File: src/rtl/apb_cmd_master_pkg.sv
// Shared types and default widths for the APB command master.
// FSM encoding, default bus widths and the timeout counter width.
package apb_cmd_master_pkg;

   localparam int APB_AW_DEF = 5;
   localparam int APB_DW_DEF = 8;
   localparam int TMO_CW     = 8;

   typedef enum logic [1:0] {
      IDLE   = 2'd0,
      SETUP  = 2'd1,
      ACCESS = 2'd2,
      RESP   = 2'd3
   } state_e;

endpackage

File: src/rtl/apb_cmd_master.sv
// Single-transfer command to APB3 initiator with a registered response handshake.
// Optional ACCESS-phase abort is built only when APB_CMD_MASTER_TIMEOUT_EN is defined.
module apb_cmd_master
   import apb_cmd_master_pkg::*;
#(
   parameter int APB_AW         = APB_AW_DEF,
   parameter int APB_DW         = APB_DW_DEF,
   parameter int NUM_SLAVES     = 2,
   parameter int SEL_W          = 1,
   parameter int TIMEOUT_CYCLES = 16
) (
   input  logic                  PCLK,
   input  logic                  PRESETN,
   input  logic                  cmd_valid,
   output logic                  cmd_ready,
   input  logic                  cmd_write,
   input  logic [SEL_W-1:0]      cmd_sel,
   input  logic [APB_AW-1:0]     cmd_addr,
   input  logic [APB_DW-1:0]     cmd_wdata,
   output logic                  rsp_valid,
   input  logic                  rsp_ready,
   output logic [APB_DW-1:0]     rsp_rdata,
   output logic                  rsp_err,
   output logic                  rsp_timeout,
   output logic [APB_AW-1:0]     PADDR,
   output logic [NUM_SLAVES-1:0] PSEL,
   output logic                  PENABLE,
   output logic                  PWRITE,
   output logic [APB_DW-1:0]     PWDATA,
   input  logic [APB_DW-1:0]     PRDATA,
   input  logic                  PREADY,
   input  logic                  PSLVERR
);

   if (NUM_SLAVES < 1 || NUM_SLAVES > 16 || (1 << SEL_W) < NUM_SLAVES ||
       TIMEOUT_CYCLES < 2 || TIMEOUT_CYCLES > (1 << TMO_CW) - 1) begin : g_bad_cfg
      $error("apb_cmd_master: illegal parameter combination");
   end

   state_e                state_q, state_d;
   logic                  cmd_ready_q, cmd_ready_d;
   logic [NUM_SLAVES-1:0] psel_q, psel_d;
   logic                  penable_q, penable_d;
   logic [APB_AW-1:0]     paddr_q, paddr_d;
   logic                  pwrite_q, pwrite_d;
   logic [APB_DW-1:0]     pwdata_q, pwdata_d;
   logic                  rsp_valid_q, rsp_valid_d;
   logic [APB_DW-1:0]     rsp_rdata_q, rsp_rdata_d;
   logic                  rsp_err_q, rsp_err_d;
   logic [NUM_SLAVES-1:0] sel_onehot;
   logic                  bad_sel;

`ifdef APB_CMD_MASTER_TIMEOUT_EN
   logic [TMO_CW-1:0]     tmo_cnt_q, tmo_cnt_d;
   logic                  rsp_timeout_q, rsp_timeout_d;
`endif

   assign bad_sel = int'(cmd_sel) >= NUM_SLAVES;

   always_comb begin
      sel_onehot = '0;
      for (int i = 0; i < NUM_SLAVES; i++) begin
         if (cmd_sel == SEL_W'(i)) sel_onehot[i] = 1'b1;
      end
   end

   always_comb begin
      state_d     = state_q;
      cmd_ready_d = 1'b0;
      psel_d      = psel_q;
      penable_d   = penable_q;
      paddr_d     = paddr_q;
      pwrite_d    = pwrite_q;
      pwdata_d    = pwdata_q;
      rsp_valid_d = rsp_valid_q;
      rsp_rdata_d = rsp_rdata_q;
      rsp_err_d   = rsp_err_q;
`ifdef APB_CMD_MASTER_TIMEOUT_EN
      tmo_cnt_d     = tmo_cnt_q;
      rsp_timeout_d = rsp_timeout_q;
`endif
      case (state_q)
         IDLE: begin
            cmd_ready_d = 1'b1;
            if (cmd_valid && cmd_ready_q) begin
               cmd_ready_d = 1'b0;
               rsp_rdata_d = '0;
               rsp_err_d   = 1'b0;
`ifdef APB_CMD_MASTER_TIMEOUT_EN
               rsp_timeout_d = 1'b0;
`endif
               // An unmapped select is answered with an error and never reaches the bus.
               if (bad_sel) begin
                  rsp_err_d   = 1'b1;
                  rsp_valid_d = 1'b1;
                  state_d     = RESP;
               end else begin
                  psel_d    = sel_onehot;
                  penable_d = 1'b0;
                  paddr_d   = cmd_addr;
                  pwrite_d  = cmd_write;
                  pwdata_d  = cmd_write ? cmd_wdata : '0;
                  state_d   = SETUP;
               end
            end
         end
         SETUP: begin
            penable_d = 1'b1;
            state_d   = ACCESS;
`ifdef APB_CMD_MASTER_TIMEOUT_EN
            tmo_cnt_d = '0;
`endif
         end
         ACCESS: begin
            if (PREADY) begin
               rsp_rdata_d = pwrite_q ? '0 : PRDATA;
               rsp_err_d   = PSLVERR;
               psel_d      = '0;
               penable_d   = 1'b0;
               rsp_valid_d = 1'b1;
               state_d     = RESP;
            end
`ifdef APB_CMD_MASTER_TIMEOUT_EN
            else if (tmo_cnt_q == TMO_CW'(TIMEOUT_CYCLES - 1)) begin
               rsp_rdata_d   = '0;
               rsp_err_d     = 1'b0;
               rsp_timeout_d = 1'b1;
               psel_d        = '0;
               penable_d     = 1'b0;
               rsp_valid_d   = 1'b1;
               state_d       = RESP;
            end else begin
               tmo_cnt_d = tmo_cnt_q + TMO_CW'(1);
            end
`endif
         end
         RESP: begin
            if (rsp_ready) begin
               rsp_valid_d = 1'b0;
               cmd_ready_d = 1'b1;
               state_d     = IDLE;
            end
         end
         default: state_d = IDLE;
      endcase
   end

   always_ff @(posedge PCLK or negedge PRESETN) begin
      if (!PRESETN) begin
         state_q     <= IDLE;
         cmd_ready_q <= 1'b0;
         psel_q      <= '0;
         penable_q   <= 1'b0;
         paddr_q     <= '0;
         pwrite_q    <= 1'b0;
         pwdata_q    <= '0;
         rsp_valid_q <= 1'b0;
         rsp_rdata_q <= '0;
         rsp_err_q   <= 1'b0;
      end else begin
         state_q     <= state_d;
         cmd_ready_q <= cmd_ready_d;
         psel_q      <= psel_d;
         penable_q   <= penable_d;
         paddr_q     <= paddr_d;
         pwrite_q    <= pwrite_d;
         pwdata_q    <= pwdata_d;
         rsp_valid_q <= rsp_valid_d;
         rsp_rdata_q <= rsp_rdata_d;
         rsp_err_q   <= rsp_err_d;
      end
   end

`ifdef APB_CMD_MASTER_TIMEOUT_EN
   always_ff @(posedge PCLK or negedge PRESETN) begin
      if (!PRESETN) begin
         tmo_cnt_q     <= '0;
         rsp_timeout_q <= 1'b0;
      end else begin
         tmo_cnt_q     <= tmo_cnt_d;
         rsp_timeout_q <= rsp_timeout_d;
      end
   end
   assign rsp_timeout = rsp_timeout_q;
`else
   assign rsp_timeout = 1'b0;
`endif

   assign cmd_ready = cmd_ready_q;
   assign PSEL      = psel_q;
   assign PENABLE   = penable_q;
   assign PADDR     = paddr_q;
   assign PWRITE    = pwrite_q;
   assign PWDATA    = pwdata_q;
   assign rsp_valid = rsp_valid_q;
   assign rsp_rdata = rsp_rdata_q;
   assign rsp_err   = rsp_err_q;

endmodule

File: config.mk
export PLATFORM = sky130hd
export DESIGN_NAME = apb_cmd_master
export DESIGN_NICKNAME = d
export VERILOG_FILES = /design/src/rtl/apb_cmd_master_pkg.sv /design/src/rtl/apb_cmd_master.sv
export SDC_FILE = /design/constraint.sdc
export NUM_CORES = 1
export LEC_CHECK = 0
export CELL_PAD_IN_SITES_DETAIL_PLACEMENT = 1
export CELL_PAD_IN_SITES_GLOBAL_PLACEMENT = 2
export CORE_UTILIZATION = 27
export DETAILED_ROUTE_END_ITERATION = 6
export GPL_ROUTABILITY_DRIVEN = 1
export GPL_TIMING_DRIVEN = 1
export PLACE_DENSITY_LB_ADDON = 0.1
export SLEW_MARGIN = 10
export SYNTH_ARGS = -nofsm -noshare
export SYNTH_HDL_FRONTEND = slang
export SYNTH_SLANG_ARGS = --single-unit
File: constraint.sdc
create_clock -name PCLK -period 2.8 [get_ports PCLK]
set_clock_uncertainty 0.15 [all_clocks]
set_input_delay 0.56 -clock PCLK [delete_from_list [all_inputs] [get_ports PCLK]]
set_output_delay 0.56 -clock PCLK [all_outputs]
set_load 0.02 [all_outputs]
==> impl_metrics.py <==
metrics = {
    "critical_path": {
        "critPathKind": "reg -> out",
        "end_kind": "output pin",
        "crit_fanout": 4,
        "critical_path_arrival_ps": 1330,
        "r2r-start": "state_q[0]$_DFFE_PN0P_",
        "critical_path_required_ps": 2090,
        "cpPeakStageDelay_ps": 630,
        "path_buf_inv": 1,
        "startpoint_type": "register",
        "crit_chain": "clkdlybuf4s50_1",
        "slowest_stage": "clkdlybuf4s50_1",
        "crit_family": "buffers and inverters",
        "crit_path_start": "cmd_ready$_DFF_PN0_",
    },
    "floorplanning": {
        "die_x_um": 73.75,
        "pin_count": 58,
        "placementRows": 25,
        "die_y_um": 73.75,
        "initial_core_util": 0.2867,
        "core_um2": 4848,
        "die-area_um2": 5439,
    },
    "synth": {
        "synth_area_leaders": "dfrtp_1, mux2_2, nand2_1, mux2i_1, ha_1",
        "syn_nets": 162,
        "seq_area_frac_synth": 0.5401,
        "ys_ff_latch": 30,
        "synthCells": 127,
        "synth_commonest_cells": "dfrtp_1, nand2_1, inv_1",
        "synth_top_area_share": 0.5401,
        "syn_area_um2": 1390,
        "async_flop_share": 1.000,
        "avgSynthCellArea_um2": 10.95,
        "synth_flop_cell": "dfrtp_1",
        "post-synth-top-count-cell": "dfrtp_1",
        "synth_edf_count": 0,
        "yosysTopAreaCell": "dfrtp_1",
        "synth_cell_types": 25,
        "ys_warn_count": 0,
    },
    "clock_tree": {
        "clk_latency_ps": 280,
        "ctsHoldBuffers": 0,
        "post_cts_buffers": 0,
        "cts-resized-gates": 0,
        "cts.sinks": 30,
        "root_buffer": "clkbuf_8",
        "cts_tree": "yes",
        "cts_inserted_buffers": 5,
        "cts_buffer_depth": 2,
        "cts_max_level": 2,
        "clkTransAtPathRegs_ps": 70,
    },
    "timing": {
        "fmax_mhz": 489.6,
        "fin_ws_ps": 757.6,
        "hold_viol_final": 0,
        "setup_viol": 0,
        "fin_crit_sh": 0.7294,
        "maxSlewViolCount": 0,
        "worst_slew_pin_slew_ps": 539.9,
        "min_period_ps": 2042,
        "rsz0062_at_grt": "no",
        "finalSetupTns_ps": 0,
        "relSlewSlack": 0.6393,
    },
    "routing": {
        "wl_per_cell_um": 13.95,
        "dr.first_iter.drc_count": 38,
        "vias_per_cell": 4.314,
        "vias": 1100,
        "drcViolationCount": 0,
        "drt-total-wl_um": 3557,
        "drt_pass1_iterations": 4,
        "drtAntennaViolNets": 0,
    },
    "global_routing": {
        "grt_use_total": 0.1451,
        "grt_pass1_wl_um": 5782,
        "grt_overflow": 0,
        "antenna_found_initial": 0,
        "grt_max_degree": 31,
        "grt_pass1_vias": 1150,
    },
    "layout": {
        "stdcell_area_um2": 2117,
        "antenna_cells": 0,
        "drive_gt1_frac": 0.1330,
        "nNetsFinal": 222,
        "areaGrowthSynthToFinish_pct": 52.30,
    },
    "pwr": {
        "vdd_drop_max_v": 0.0004425,
        "power-per-cell-area_nw_per_um2": 1076,
        "p_leak_nw": 0.9231,
    },
    "status": {
        "status": "complete, no violations",
    },
    "placed_design": {
        "io_buffers": 56,
        "dp_slack_ps": 478.1,
        "postPlaceCellArea_um2": 2022,
        "gp_congestion": 0.6897,
        "place_hpwl_um": 2718,
    },
    "hold_path": {
        "min_from": "PWDATA[2]$_DFFE_PN0P_",
        "hold_class": "reg -> reg",
    },
    "job": {
        "maxCapViolations": 0,
    },
}
==> layout make-up <==
cell class,instances,area (um2)
flip-flops and latches,30,750.7
inverters,12,45.04
clock buffers,6,82.58
well taps,67,83.83
fillers,553,2731
repair buffers,59,583.1
clock inverters,2,12.51
multi-input cells,79,559.3
==> path summary, 6_finish.rpt <==
| path | slack, ps | endpoint | depth (start not counted) |
|---|---|---|---|
| worst max-delay path | 760 | cmd_ready | 1 |
| max in group asynchronous | 1660 | PSEL[1]$_DFFE_PN0P_ | 2 |
| min in group asynchronous | 530 | rsp_rdata[7]$_DFFE_PN0P_ | 2 |
| worst max register to register | 810 | PWDATA[5]$_DFFE_PN0P_ | 5 |
| worst min register to register | 340 | PWDATA[2]$_DFFE_PN0P_ | 2 |
| worst min-delay path | 340 | PWDATA[2]$_DFFE_PN0P_ | 2 |
==> layout by cell type (no fill, tap or decap), types with 2 or more instances in the layout <==
cell type / synthesis / final
nor2b_1: 3 / 3
mux2_2: 9 / 9
inv_1: 12 / 12
o21ai_0: 9 / 9
dfrtp_1: 30 / 30
nand3_1: 2 / 2
a21oi_1: 2 / 2
mux2i_1: 9 / 9
clkdlybuf4s50_1: 0 / 56
ha_1: 6 / 6
nor2_1: 5 / 5
clkbuf_8: 0 / 6
nand2_1: 25 / 25
buf_4: 1 / 3
==> worst min-delay path: stages, from the launching register on <==
cell     delay, ps
dfrtp_1        340
nand2_1         50
o21ai_0         60
==> per-layer routing <==
| metal | up-vias | routed length (um) | global-route usage | part of all wire |
|---|---|---|---|---|
| li1 | 526 | - | - | - |
| met3 | 5 | 182 | 0.05075 | 0.051 |
| met2 | 31 | 1747 | 0.2304 | 0.49 |
| met1 | 538 | 1582 | 0.1850 | 0.44 |
| met5 | - | 0 | 0 | 0 |
| met4 | 0 | 45 | 0.04487 | 0.013 |
==> power breakdown <==
group | switching (mW) | internal (mW)
clock | 0.171 | 0.197
sequential | 0.111 | 0.608
combinational | 0.595 | 0.594
total | 0.878 | 1.40
==> flip-flops by register name (all words and copies together) (netlist names) <==
name,cells
PWDATA,8
cmd_ready,1
PWRITE,1
rsp_err,1
state_q,2
rsp_rdata,8
PADDR,5
PENABLE,1
PSEL,2
rsp_valid,1
==> logic make-up (layout without fill, tap and decap cells) <==
group,after synthesis,after routing,share of synthesized area
fa+ha+maj,6,6,0.05400
simple gates,38,38,0.1278
compound gates,15,15,0.06931
buf+inv,18,79,0.05760
other cells,1,1,0.002698
mux,19,19,0.1485
flops,30,30,0.5401
==> metrics by stage <==
stage | std cells | hold slack [ps] | power (mW) | utilization
final | 255 | 340.0 | 2.277 | 0.4366
after detailed placement | 247 | 329.0 | 1.931 | 0.4170
after global routing | 255 | 365.1 | 2.440 | 0.4366
after global placement | 247 | 319.6 | 1.888 | 0.4170
after CTS | 255 | 345.2 | 2.314 | 0.4366
after floorplan | 127 | 114.4 | 1.432 | -
No activity file was read; power rests on OpenSTA's default activity.
